$ cat config.mk
export PLATFORM = sky130hd
export DESIGN_NAME = uart_tx_arbiter_flat
export DESIGN_NICKNAME = d
export VERILOG_FILES = /design/src/rtl/uart_tx_arbiter_if.sv /design/src/rtl/uart_tx_arbiter.sv /design/src/flat_wrapper.sv
export SDC_FILE = /design/constraint.sdc
export NUM_CORES = 1
export LEC_CHECK = 0
export ABC_AREA = 0
export CAP_MARGIN = 10
export CELL_PAD_IN_SITES_DETAIL_PLACEMENT = 1
export CELL_PAD_IN_SITES_GLOBAL_PLACEMENT = 1
export CORE_MARGIN = 2
export CORE_UTILIZATION = 35
export DETAILED_ROUTE_END_ITERATION = 16
export DONT_BUFFER_PORTS = 1
export GPL_TIMING_DRIVEN = 0
export PLACE_DENSITY_LB_ADDON = 0.1
export SKIP_LAST_GASP = 1
export SLEW_MARGIN = 20
export SYNTH_ARGS = -nofsm -noshare
export SYNTH_HDL_FRONTEND = slang
export SYNTH_SLANG_ARGS = --single-unit
$ cat constraint.sdc
create_clock -name clock -period 2.5 [get_ports clock]
set_clock_uncertainty 0.2 [all_clocks]
set_input_delay 0.25 -clock clock [delete_from_list [all_inputs] [get_ports clock]]
set_output_delay 0.25 -clock clock [all_outputs]
set_load 0.02 [all_outputs]
$ cat src/rtl/uart_tx_arbiter_if.sv
`default_nettype none
// ============================================================================
//  Module   : uart_tx_arbiter_if
//  Purpose  : Bundles the requester-side and transmitter-side handshakes of
//             uart_tx_arbiter into one interface.
//  Signals  : i_req_valid/i_req_data/i_req_last  requester byte stream
//             o_req_ready                        per-requester accept
//             o_tx_data/o_tx_req/i_tx_cts        transmitter byte handshake
//             o_grant/o_busy/o_msg_count         status
//             o_timeout                          stalled-message abort pulse
//  Modports : slave  - the arbiter (drives the o_* signals)
//             master - the surrounding logic (drives the i_* signals)
//  Revision : 1.0 - initial release
// ============================================================================
interface uart_tx_arbiter_if #(
  parameter int NUM_REQ = 2
);
  logic [NUM_REQ-1:0]   i_req_valid;
  logic [8*NUM_REQ-1:0] i_req_data;
  logic [NUM_REQ-1:0]   i_req_last;
  logic [NUM_REQ-1:0]   o_req_ready;
  logic [7:0]           o_tx_data;
  logic                 o_tx_req;
  logic                 i_tx_cts;
  logic [NUM_REQ-1:0]   o_grant;
  logic                 o_busy;
  logic [15:0]          o_msg_count;
  logic                 o_timeout;

  modport slave (
    input  i_req_valid, i_req_data, i_req_last, i_tx_cts,
    output o_req_ready, o_tx_data, o_tx_req, o_grant, o_busy, o_msg_count, o_timeout
  );

  modport master (
    output i_req_valid, i_req_data, i_req_last, i_tx_cts,
    input  o_req_ready, o_tx_data, o_tx_req, o_grant, o_busy, o_msg_count, o_timeout
  );
endinterface
`default_nettype wire

$ cat src/rtl/uart_tx_arbiter.sv
`default_nettype none
// ============================================================================
//  Module   : uart_tx_arbiter
//  Purpose  : Shares one byte transmitter between NUM_REQ message sources.
//             Round-robin grant, held for a whole message so messages never
//             interleave. A one-byte holding register decouples the
//             requester handshake from the transmitter handshake.
//  Ports    : clock  - system clock
//             rst_n  - asynchronous, active-low reset
//             bus    - uart_tx_arbiter_if.slave (requester + transmitter side)
//  Params   : NUM_REQ        - requester count, 1..8
//             TIMEOUT_CYCLES - FETCH stall limit (>= 2), used with the macro
//  Option   : define UART_ARB_TIMEOUT_EN to abort a message whose owner stops
//             presenting bytes for TIMEOUT_CYCLES cycles (o_timeout pulses).
//  Revision : 1.0 - initial release
// ============================================================================
module uart_tx_arbiter #(
  parameter int NUM_REQ        = 2,
  parameter int TIMEOUT_CYCLES = 1024
) (
  input  logic             clock,
  input  logic             rst_n,
  uart_tx_arbiter_if.slave bus
);

  localparam int IDX_W = (NUM_REQ > 1) ? $clog2(NUM_REQ) : 1;

  // Elaboration-time guards on the configuration.
  if ((NUM_REQ < 1) || (NUM_REQ > 8)) begin : g_bad_num_req
    $error("uart_tx_arbiter: NUM_REQ must be in 1..8");
  end
  if (TIMEOUT_CYCLES < 2) begin : g_bad_timeout
    $error("uart_tx_arbiter: TIMEOUT_CYCLES must be at least 2");
  end

  typedef enum logic [1:0] {
    ST_IDLE  = 2'd0,
    ST_FETCH = 2'd1,
    ST_SEND  = 2'd2
  } state_t;

  state_t             state_q,     state_d;
  logic [NUM_REQ-1:0] grant_q,     grant_d;
  logic [IDX_W-1:0]   ptr_q,       ptr_d;
  logic [7:0]         hold_data_q, hold_data_d;
  logic               hold_last_q, hold_last_d;
  logic [15:0]        msg_count_q, msg_count_d;

`ifdef UART_ARB_TIMEOUT_EN
  localparam int TO_W = (TIMEOUT_CYCLES > 2) ? $clog2(TIMEOUT_CYCLES) : 1;
  logic [TO_W-1:0]    to_cnt_q,    to_cnt_d;
  logic               timeout_q,   timeout_d;
`endif

  // --------------------------------------------------------------------------
  // Round-robin search. Doubling the valid vector and shifting by ptr puts
  // requester (ptr+i) mod NUM_REQ at bit i, so the lowest set bit wins.
  // --------------------------------------------------------------------------
  logic [2*NUM_REQ-1:0] w_dbl;
  logic [2*NUM_REQ-1:0] w_rot;
  logic                 w_any_valid;
  logic [IDX_W-1:0]     w_winner;

  always_comb begin
    w_dbl       = {bus.i_req_valid, bus.i_req_valid};
    w_rot       = w_dbl >> ptr_q;
    w_any_valid = 1'b0;
    w_winner    = '0;
    for (int i = NUM_REQ - 1; i >= 0; i--) begin
      if (w_rot[i]) begin
        w_any_valid = 1'b1;
        w_winner    = IDX_W'((int'(ptr_q) + i) % NUM_REQ);
      end
    end
  end

  // --------------------------------------------------------------------------
  // Granted requester's stream, and the pointer value one past the owner.
  // Only the owner's valid/data/last are ever looked at.
  // --------------------------------------------------------------------------
  logic             w_sel_valid;
  logic             w_sel_last;
  logic [7:0]       w_sel_data;
  logic [IDX_W-1:0] w_next_ptr;

  always_comb begin
    w_sel_valid = 1'b0;
    w_sel_last  = 1'b0;
    w_sel_data  = 8'h00;
    w_next_ptr  = ptr_q;
    for (int k = 0; k < NUM_REQ; k++) begin
      if (grant_q[k]) begin
        w_sel_valid = bus.i_req_valid[k];
        w_sel_last  = bus.i_req_last[k];
        w_sel_data  = bus.i_req_data[8*k +: 8];
        w_next_ptr  = IDX_W'((k + 1) % NUM_REQ);
      end
    end
  end

  // --------------------------------------------------------------------------
  // Next-state logic
  // --------------------------------------------------------------------------
  always_comb begin
    state_d     = state_q;
    grant_d     = grant_q;
    ptr_d       = ptr_q;
    hold_data_d = hold_data_q;
    hold_last_d = hold_last_q;
    msg_count_d = msg_count_q;
`ifdef UART_ARB_TIMEOUT_EN
    to_cnt_d    = to_cnt_q;
    timeout_d   = 1'b0;
`endif

    case (state_q)
      ST_IDLE: begin
        if (w_any_valid) begin
          state_d  = ST_FETCH;
          grant_d  = NUM_REQ'(1) << w_winner;
`ifdef UART_ARB_TIMEOUT_EN
          to_cnt_d = '0;
`endif
        end
      end

      ST_FETCH: begin
        if (w_sel_valid) begin
          hold_data_d = w_sel_data;
          hold_last_d = w_sel_last;
          state_d     = ST_SEND;
        end
`ifdef UART_ARB_TIMEOUT_EN
        else if (to_cnt_q == TO_W'(TIMEOUT_CYCLES - 1)) begin
          // Owner went quiet too long: drop the message uncounted.
          state_d   = ST_IDLE;
          grant_d   = '0;
          ptr_d     = w_next_ptr;
          timeout_d = 1'b1;
        end else begin
          to_cnt_d = to_cnt_q + TO_W'(1);
        end
`endif
      end

      ST_SEND: begin
        if (bus.i_tx_cts) begin
          if (hold_last_q) begin
            state_d     = ST_IDLE;
            grant_d     = '0;
            ptr_d       = w_next_ptr;
            msg_count_d = msg_count_q + 16'd1;
          end else begin
            state_d  = ST_FETCH;
`ifdef UART_ARB_TIMEOUT_EN
            to_cnt_d = '0;
`endif
          end
        end
      end

      default: begin
        state_d = ST_IDLE;
        grant_d = '0;
      end
    endcase
  end

  // --------------------------------------------------------------------------
  // State registers
  // --------------------------------------------------------------------------
  always_ff @(posedge clock or negedge rst_n) begin
    if (!rst_n) begin
      state_q     <= ST_IDLE;
      grant_q     <= '0;
      ptr_q       <= '0;
      hold_data_q <= 8'h00;
      hold_last_q <= 1'b0;
      msg_count_q <= 16'd0;
`ifdef UART_ARB_TIMEOUT_EN
      to_cnt_q    <= '0;
      timeout_q   <= 1'b0;
`endif
    end else begin
      state_q     <= state_d;
      grant_q     <= grant_d;
      ptr_q       <= ptr_d;
      hold_data_q <= hold_data_d;
      hold_last_q <= hold_last_d;
      msg_count_q <= msg_count_d;
`ifdef UART_ARB_TIMEOUT_EN
      to_cnt_q    <= to_cnt_d;
      timeout_q   <= timeout_d;
`endif
    end
  end

  // --------------------------------------------------------------------------
  // Outputs are decoded straight from registers.
  // --------------------------------------------------------------------------
  assign bus.o_tx_req    = (state_q == ST_SEND);
  assign bus.o_tx_data   = hold_data_q;
  assign bus.o_req_ready = (state_q == ST_FETCH) ? grant_q : '0;
  assign bus.o_grant     = grant_q;
  assign bus.o_busy      = (state_q != ST_IDLE);
  assign bus.o_msg_count = msg_count_q;
`ifdef UART_ARB_TIMEOUT_EN
  assign bus.o_timeout   = timeout_q;
`else
  assign bus.o_timeout   = 1'b0;
`endif

endmodule
`default_nettype wire

$ cat src/flat_wrapper.sv
// flat-port wrapper written by rule: the top's interface ports become plain ports
module uart_tx_arbiter_flat 
#(
  parameter int NUM_REQ        = 2,
  parameter int TIMEOUT_CYCLES = 1024
)
  (clock, rst_n, bus_i_req_valid, bus_i_req_data, bus_i_req_last, bus_i_tx_cts, bus_o_req_ready, bus_o_tx_data, bus_o_tx_req, bus_o_grant, bus_o_busy, bus_o_msg_count, bus_o_timeout);
  uart_tx_arbiter_if #(.NUM_REQ(NUM_REQ)) bus_i ();
  input  logic clock;
  input  logic rst_n;
  input wire logic [$bits(bus_i.i_req_valid)-1:0] bus_i_req_valid;
  input wire logic [$bits(bus_i.i_req_data)-1:0] bus_i_req_data;
  input wire logic [$bits(bus_i.i_req_last)-1:0] bus_i_req_last;
  input wire logic [$bits(bus_i.i_tx_cts)-1:0] bus_i_tx_cts;
  output wire logic [$bits(bus_i.o_req_ready)-1:0] bus_o_req_ready;
  output wire logic [$bits(bus_i.o_tx_data)-1:0] bus_o_tx_data;
  output wire logic [$bits(bus_i.o_tx_req)-1:0] bus_o_tx_req;
  output wire logic [$bits(bus_i.o_grant)-1:0] bus_o_grant;
  output wire logic [$bits(bus_i.o_busy)-1:0] bus_o_busy;
  output wire logic [$bits(bus_i.o_msg_count)-1:0] bus_o_msg_count;
  output wire logic [$bits(bus_i.o_timeout)-1:0] bus_o_timeout;
  assign bus_i.i_req_valid = bus_i_req_valid;
  assign bus_i.i_req_data = bus_i_req_data;
  assign bus_i.i_req_last = bus_i_req_last;
  assign bus_i.i_tx_cts = bus_i_tx_cts;
  assign bus_o_req_ready = bus_i.o_req_ready;
  assign bus_o_tx_data = bus_i.o_tx_data;
  assign bus_o_tx_req = bus_i.o_tx_req;
  assign bus_o_grant = bus_i.o_grant;
  assign bus_o_busy = bus_i.o_busy;
  assign bus_o_msg_count = bus_i.o_msg_count;
  assign bus_o_timeout = bus_i.o_timeout;
  uart_tx_arbiter #(.NUM_REQ(NUM_REQ), .TIMEOUT_CYCLES(TIMEOUT_CYCLES)) u_core (.clock(clock), .rst_n(rst_n), .bus(bus_i));
endmodule
==> results.yml, run 1 <==
synth:
  yosysMostFrequentCell: "dfrtp_1"
  synth_edf_count: 0
  ys_async_sr_fraction_pct: 100.0
  synthTopCellsByCount: "dfrtp_1, nor2_1, a21oi_1, nand2_1, xnor2_1"
  yosysTopAreaCell: "dfrtp_1"
  ys_warn_count: 0
  avgSynthCellArea_um2: 10.72
  synth_top_area_share_pct: 50.04
  synth_seq_cells: 30
  syn-cell-area_mm2: 0.001500
  yosysUniqueCellTypes: 36
  synth_flop_cell: "dfrtp_1"
  netlist_instances: 140
  ys_seq_area_share_pct: 50.04
  syn_nets: 164
  yosys-top-cells-area: "dfrtp_1, xnor2_1, a21oi_1, a22oi_1, nor2_1"
floorplanning:
  num_rows: 23
  io_pins: 54
  initial_core_util_pct: 36.97
  die_y_um: 69.47
  die-area_mm2: 0.004826
  die_w_um: 69.47
  core_mm2: 0.004058
cts:
  insertion_delay_ps: 280
  clk_path_buf_depth: 2
  cts_tree: "built"
  clock_sinks: 30
  h-tree-depth: 2
  numCtsBuffers: 5
  clk_pin_slew_ps: 70
  cts_root_buf: "clkbuf_8"
setup_path:
  cp.arrival_ps: 2260
  worst-path-buf-inv: 2
  cp_cell_sequence: "inv_1 -> nor2_1 -> a22oi_1 -> dlygate4sd3_1 -> a21oi_1"
  r2r-end: "u_core.bus.o_tx_data[5]"
  path_class: "reg2reg"
  r2r_slack_ps: 250
  slowest_stage: "dlygate4sd3_1"
  worstPathRequired_ps: 2510
  slowest_delay_ps: 590
  crit_family: "buffers and inverters"
  crit_end: "u_core.bus.o_tx_data[5]"
  end_kind: "register"
  critical_path_depth: 5
  cp_max_fo: 8
  ff2ff_path_depth: 5
  start_kind: "register"
  crit-reg2reg-launch: "u_core.bus.o_grant[0]"
  cp-startpoint: "u_core.bus.o_grant[0]"
min_path:
  hp-class: "in2reg"
  worstHoldStart: "bus_i_req_data[11]"
drt:
  wl_um: 3508
  viasPerCell: 5.375
  drt_pass1_iterations: 4
  drt_iter0_markers: 42
  vias: 1118
  final_antenna_net_count: 0
  post_drt_wl_per_cell_um: 16.87
  drc: 0
global_routing:
  antenna_found_initial: 0
  grt_use_total_pct: 15.80
  overflow: 0
  grt_pass1_wl_um: 6092
  grt_pass1_vias: 1213
  grt_max_degree: 31
placed_design:
  dpl.cell_count: 190
  hpwl_um: 2510
  globalplace.congestion: 0.7630
  port_buffers: 0
run:
  drv_cap: 0
sta:
  fin_setup_tns_ps: 0
  rsz0062_at_grt: "no"
  fin_crit_sh_pct: 89.88
  hold_viol: 0
  drv_slew: 0
  tightest_slew_ps: 543.4
  maxSlewHeadroom_pct: 63.64
  period_minus_slack_ps: 2247
  fmax_ghz: 0.4450
  setup_viol: 0
  holdWs_ps: 10.08
layout:
  antenna_cells: 0
  final_nets: 182
  final_util_pct: 43.35
  drive_gt1_share_pct: 14.56
  fin_cells: 208
  area_delta_synth_final_pct: 17.26
power_and_ir_drop:
  p_leak_nw: 0.7919
  ir_drop_v: 0.0004628
  cellPowerDensity_mw_per_mm2: 1012
run_status:
  status: "finished, final reports clean"
repair_timing:
action / 4_1_cts / 5_1_grt
hold buffers: 11 / 0
hold endpoints to repair: 39 / 0
setup buffers: 0 / 0
gates resized for setup: 0 / 0
setup endpoints to repair: 0 / 0
per-stage QoR:
stage	worst slack, ps	total power, W	instance area (µm²)
after floorplan	789.4	0.001259	1500
after detailed placement	665.6	0.001399	1563
after global routing	75.60	0.001909	1759
after global placement	684.9	0.001367	1563
after CTS	213.3	0.001803	1759
final	253.0	0.001780	1759
registers in the layout, indices dropped and copies added (netlist names):
| name | cells |
|---|---|
| u_core.state_q | 2 |
| u_core.bus.o_msg_count | 16 |
| u_core.ptr_q | 1 |
| u_core.hold_last_q | 1 |
| u_core.bus.o_tx_data | 8 |
| u_core.bus.o_grant | 2 |
cell usage in the layout, fill, tap and decap left out, types with 2 or more instances in the layout:
cell type and instances:
o2bb2ai_1 2, dfrtp_1 30, and3_1 2, nor2_1 16, o22ai_1 2, nand3_2 2
o22a_1 2, clkbuf_8 5, xnor2_1 12, nand4_4 2, buf_4 2, clkbuf_1 3
a21oi_1 12, inv_1 6, buf_6 2, a22oi_1 8, nand4_1 4, nand2_1 12
nand3_1 3, dlygate4sd3_1 10, xnor2_2 2, buf_2 2
how the worst min path moves through the flow:
stage                                end  slack (ps)  cells past startpoint
2_1_floorplan      u_core.bus.o_grant[0]        -250                      0
3_3_place_gp   u_core.bus.o_msg_count[3]        -240                      0
3_5_place_dp   u_core.bus.o_msg_count[6]        -240                      0
4_1_cts          u_core.bus.o_tx_data[7]           2                      2
5_1_grt          u_core.bus.o_tx_data[7]          10                      2
6_report         u_core.bus.o_tx_data[3]          10                      2
worst reg2reg max path, stage by stage (launching register included):
cell and delay (ps):
dfrtp_1 580, inv_1 110, nor2_1 450, a22oi_1 120, dlygate4sd3_1 590, a21oi_1 130
report_power, final:
part | switching, W | total [W] | leakage [nW] | internal (W)
registers | 0.000273 | 0.000891 | 0.388 | 0.000618
logic | 0.000311 | 0.000528 | 0.365 | 0.000217
clock network | 0.000170 | 0.000361 | 0.0383 | 0.000191
total | 0.000754 | 0.00178 | 0.792 | 0.00103
per-layer routing:
layer	track usage, %	up-vias	wire (µm)
met4	6.754	0	80
met1	17.41	551	1400
met2	27.14	40	1769
li1	-	519	-
met5	0	-	0
met3	5.959	8	258
layout make-up:
type | instances | area [µm²]
buffer | 7 | 51.30
clock buffer | 7 | 76.32
fill | 455 | 2298
inverter | 6 | 22.52
multi-input combinational | 97 | 675.6
sequential | 30 | 750.7
tap | 50 | 62.56
timing repair buffer | 11 | 120.1
logic make-up after synthesis:
logic type | count (synthesis) | share of synthesized area (%)
flip-flops | 30 | 50.04
AND/OR/NAND/NOR | 49 | 19.93
other | 1 | 0.2500
AO/OA/AOI/OAI | 30 | 13.51
XOR/XNOR | 15 | 9.758
adder cells (fa/ha/maj) | 1 | 0.8339
buffers and inverters | 13 | 4.920
multiplexers | 1 | 0.7506
No activity file was read; power rests on OpenSTA's default activity.
==> run 2: changes to the inputs <==
--- a/config.mk
+++ b/config.mk
@@ -7,7 +7,7 @@
 export LEC_CHECK = 0
 export ABC_AREA = 0
 export CAP_MARGIN = 10
-export CELL_PAD_IN_SITES_DETAIL_PLACEMENT = 1
+export CELL_PAD_IN_SITES_DETAIL_PLACEMENT = 0
 export CELL_PAD_IN_SITES_GLOBAL_PLACEMENT = 1
 export CORE_MARGIN = 2
 export CORE_UTILIZATION = 35
@@ -16,7 +16,6 @@
 export GPL_TIMING_DRIVEN = 0
 export PLACE_DENSITY_LB_ADDON = 0.1
 export SKIP_LAST_GASP = 1
-export SLEW_MARGIN = 20
 export SYNTH_ARGS = -nofsm -noshare
 export SYNTH_HDL_FRONTEND = slang
 export SYNTH_SLANG_ARGS = --single-unit
==> run 2 against run 1 <==
Net effect: first-iteration DRC count fell by 17%; sequential share of layout area fell by 2.2 points; cell count rose by 3.4%; largest cell class unchanged; combinational power increased by 7.4%; highest routed layer unchanged; worst setup slack got worse by 37 ps; cell area increased by 5.3%.
==> results.yml, run 2 (synthesized netlist as in run 1, its figures left out) <==
placed_design:
  dpl.cell_count: 190
  globalplace.congestion: 0.7630
  hpwl_um: 2280
  port_buffers: 0
  place_area_mm2: 0.001563
min_path:
  worstHoldStart: "bus_i_req_data[11]"
  hp-class: "in2reg"
global_routing:
  grt_use_total_pct: 15.40
  grt_max_degree: 31
  antenna_found_initial: 0
  grt_pass1_wl_um: 5878
  grt_pass1_vias: 1199
  overflow: 0
sta:
  maxSlewHeadroom_pct: 64.60
  holdWs_ps: 3.976
  fmax_ghz: 0.4378
  fin_setup_tns_ps: 0
  setup_viol: 0
  tightest_slew_ps: 529.1
  period_minus_slack_ps: 2284
  fin_crit_sh_pct: 91.36
  drv_slew: 0
  hold_viol: 0
  rsz0062_at_grt: "no"
layout:
  mostFrequentLayoutCell: "dfrtp_1"
  drive_gt1_share_pct: 15.76
  area_delta_synth_final_pct: 23.52
  final_nets: 188
  antenna_cells: 0
  fin_cells: 215
  largest_reg_flops: 16
  finalInstanceArea_mm2: 0.001853
  mostFrequentLayoutCells: "dfrtp_1, nor2_1, dlygate4sd3_1"
setup_path:
  start_kind: "register"
  cp.arrival_ps: 2300
  path_class: "reg2reg"
  r2r_slack_ps: 220
  cp_max_fo: 8
  crit-reg2reg-launch: "u_core.bus.o_grant[0]"
  end_kind: "register"
  worstPathRequired_ps: 2520
  ff2ff_path_depth: 5
  r2r-end: "u_core.bus.o_tx_data[1]"
  cp-startpoint: "u_core.bus.o_grant[0]"
  crit_end: "u_core.bus.o_tx_data[1]"
floorplanning:
  die_w_um: 69.47
  die-area_mm2: 0.004826
  core_mm2: 0.004058
  num_rows: 23
  die_y_um: 69.47
  initial_core_util_pct: 36.97
  io_pins: 54
cts:
  cts_tree: "built"
  clk_pin_slew_ps: 70
  cts_root_buf: "clkbuf_8"
  numCtsBuffers: 5
  h-tree-depth: 2
  clk_path_buf_depth: 2
  insertion_delay_ps: 290
  clock_sinks: 30
  postCtsSetupRepairBufs: 0
run_status:
  status: "finished, final reports clean"
drt:
  drt_iter0_markers: 35
  drc: 0
  wl_um: 3357
  final_antenna_net_count: 0
  post_drt_wl_per_cell_um: 15.61
  vias: 1120
  drt_pass1_iterations: 3
  viasPerCell: 5.209
run:
  drv_cap: 0
power_and_ir_drop:
  cellPowerDensity_mw_per_mm2: 1035
  ir_drop_v: 0.0004547
  p_leak_nw: 0.8289
[run 2: cell types whose count changed in the layout (fill, tap and decap cells not counted), sizes merged]
cell	change
dlygate4sd3	+6
clkbuf	+1
[run 2: area by class of cell]
cell class                 instances  area, µm²
tap                               50      62.56
clock buffer                       8      110.1
timing repair buffer              17      180.2
sequential                        30      750.7
fill                             383       2205
inverter                           6      22.52
multi-input combinational         97      675.6
buffer                             7      51.30
[run 2: timing repair]
action | in CTS | in global routing
hold buffers | 17 | 0
endpoints found under the setup margin | 0 | 0
resized for setup | 0 | 0
endpoints found under the hold margin | 40 | 0
[run 2: worst min-delay path by stage]
| stage | to | slack, ps | cells after the start |
|---|---|---|---|
| final | u_core.bus.o_tx_data[3] | 4 | 2 |
| after CTS | u_core.bus.o_tx_data[3] | 5 | 2 |
| after detailed placement | u_core.bus.o_msg_count[3] | -240 | 0 |
| after global placement | u_core.bus.o_msg_count[3] | -240 | 0 |
| after floorplan | u_core.bus.o_grant[0] | -250 | 0 |
| after global routing | u_core.bus.o_tx_data[3] | 3 | 2 |
[run 2: per-stage QoR]
| step | utilization, % | setup WS, ps | power, W |
|---|---|---|---|
| 2_1_floorplan | - | 789.4 | 0.001259 |
| 3_3_place_gp | 38.51 | 684.9 | 0.001367 |
| 3_5_place_dp | 38.51 | 670.1 | 0.001383 |
| 4_1_cts | 45.67 | 249.6 | 0.001931 |
| 5_1_grt | 45.67 | 27.16 | 0.002050 |
| 6_report | 45.67 | 215.9 | 0.001918 |
[run 2: worst max-delay path, cell delays in order, from the launching register on]
cell and delay [ps]:
dfrtp_1 580, inv_1 100, nor2_1 440, a22oi_1 140, dlygate4sd3_1 600, a21oi_1 140
[run 2: metal layers]
layer | track usage, % | routed length (µm) | vias to the layer above
met4 | 8.279 | 86 | 0
met1 | 16.85 | 1400 | 536
met5 | 0 | 0 | -
met3 | 4.651 | 198 | 9
li1 | - | - | 539
met2 | 26.60 | 1672 | 36
[run 2: where the power goes]
part | internal [W] | leakage, nW | switching [W] | total, W
Sequential | 0.000618 | 0.388 | 0.000266 | 0.000884
Clock | 0.000278 | 0.0575 | 0.000190 | 0.000468
Combinational | 0.000257 | 0.383 | 0.000311 | 0.000567
==> run 3: changes to the inputs <==
--- a/config.mk
+++ b/config.mk
@@ -9,6 +9,7 @@
 export CAP_MARGIN = 10
 export CELL_PAD_IN_SITES_DETAIL_PLACEMENT = 0
 export CELL_PAD_IN_SITES_GLOBAL_PLACEMENT = 1
+export CORE_ASPECT_RATIO = 1.2
 export CORE_MARGIN = 2
 export CORE_UTILIZATION = 35
 export DETAILED_ROUTE_END_ITERATION = 16
==> run 3 against run 2 <==
Net effect: via count decreased by 3.4%; combinational power is 6.0% lower; count of clock-buffer cells in the layout shrank 3; critical path depth down 1; wire length decreased by 1.1%; largest power group unchanged; clock power down 23%; flip-flop and latch count unchanged; worst hold slack improved by 3.1 ps; critical path type unchanged; sequential power is essentially flat; die area is essentially flat.
==> results.yml, run 3 (synthesized netlist as in run 1, its figures left out) <==
run_status:
  status: "finished, final reports clean"
layout:
  antenna_cells: 0
  finalInstanceArea_mm2: 0.001792
  largest_reg_flops: 16
  mostFrequentLayoutCell: "dfrtp_1"
  final_util_pct: 42.70
  area_delta_synth_final_pct: 19.43
  drive_gt1_share_pct: 16.25
  mostFrequentLayoutCells: "dfrtp_1, nor2_1"
  final_nets: 184
run:
  drv_cap: 0
cts:
  insertion_delay_ps: 280
  cts_root_buf: "clkbuf_8"
  clk_pin_slew_ps: 60
  numCtsBuffers: 5
  clock_sinks: 30
  cts_tree: "built"
  clk_path_buf_depth: 2
  h-tree-depth: 2
  postCtsSetupRepairBufs: 0
sta:
  period_minus_slack_ps: 2206
  setup_viol: 0
  drv_slew: 0
  rsz0062_at_grt: "no"
  holdWs_ps: 7.074
  fin_crit_sh_pct: 88.24
  fmax_ghz: 0.4533
  hold_viol: 0
  fin_setup_tns_ps: 0
placed_design:
  port_buffers: 0
  globalplace.congestion: 0.7197
  place_area_mm2: 0.001570
  hpwl_um: 2286
global_routing:
  busiest_layer: "met2"
  met3_usage_pct: 5.318
  overflow: 0
  grt_pass1_wl_um: 5195
  use_met1_pct: 15.34
  grt_pass1_vias: 1065
  grt_use_total_pct: 14.50
  grt_max_degree: 31
  grt_util_met2_pct: 26.20
  antenna_found_initial: 0
floorplanning:
  die_y_um: 75.72
  core_mm2: 0.004197
  num_rows: 26
  io_pins: 54
  initial_core_util_pct: 35.75
  die-area_mm2: 0.004828
  die_w_um: 63.77
drt:
  viasPerCell: 5.009
  post_drt_wl_per_cell_um: 15.37
  drt_pass1_iterations: 4
  wl_um: 3320
  vias: 1082
  drt_iter0_markers: 52
  drc: 0
  final_antenna_net_count: 0
setup_path:
  cp_max_fo: 10
  slowest_stage: "dfrtp_1"
  start_kind: "register"
  path_class: "reg2reg"
  cp_cell_sequence: "clkbuf_1 -> a22oi_1 -> dlygate4sd3_1 -> a21oi_1"
  end_kind: "register"
  worstPathRequired_ps: 2510
  slowest_delay_ps: 600
  cp.arrival_ps: 2210
power_and_ir_drop:
  p_leak_nw: 0.8042
  cellPowerDensity_mw_per_mm2: 992.4
  ir_drop_v: 0.0004667
min_path:
  hp-class: "in2reg"
## run 3: repair_timing
action                     in CTS  in global routing
setup endpoints to repair       0                  1
hold endpoints to repair       39                  0
resized for setup               0                  1
hold buffers                   13                  0
## run 3: path summary, 6_finish.rpt
kind / startpoint / endpoint / slack (ps) / depth (start not counted)
max reg2reg: u_core.bus.o_grant[1] / u_core.bus.o_tx_data[1] / 290 / 4
min reg2reg: u_core.ptr_q / u_core.ptr_q / 370 / 2
min in group asynchronous: rst_n / u_core.bus.o_msg_count[5] / 220 / 2
max in group asynchronous: rst_n / u_core.bus.o_msg_count[14] / 1710 / 2
max: u_core.bus.o_grant[1] / u_core.bus.o_tx_data[1] / 290 / 4
min: bus_i_req_data[2] / u_core.bus.o_tx_data[2] / 7 / 2
## run 3: per-layer routing
layer / part of all wire [%] / vias up / wire length [µm]
li1: - / 525 / -
met1: 39 / 515 / 1284
met2: 53 / 36 / 1765
met3: 6.3 / 6 / 209
met4: 1.8 / 0 / 61
met5: 0 / - / 0
## run 3: stage by stage
stage	instances	worst slack (ps)	total power, W
after floorplan	140	789.4	0.001259
after global routing	216	135.7	0.001918
after CTS	216	200.0	0.001804
final	216	294.0	0.001778
after global placement	196	673.3	0.001372
after detailed placement	196	666.0	0.001386
## run 3: area by class of cell
type / instances / area (µm²)
Inverter: 6 / 22.52
Buffer: 7 / 51.30
Timing Repair Buffer: 13 / 140.1
Tap cell: 56 / 70.07
Clock buffer: 5 / 68.82
Multi-Input combinational cell: 97 / 678.2
Fill cell: 432 / 2405
Clock inverter: 2 / 10.01
Sequential cell: 30 / 750.7
## run 3: critical path, delay by kind of cell, from the launching register on
family          cells  cell delay (ps)
compound gates      2              300
buf+inv             2             1040
flops               1              600
## run 3: where the power goes
| part | switching, W | internal [W] |
|---|---|---|
| registers | 0.000267 | 0.000618 |
| logic | 0.000306 | 0.000227 |
| clock network | 0.000174 | 0.000186 |
| total | 0.000747 | 0.00103 |
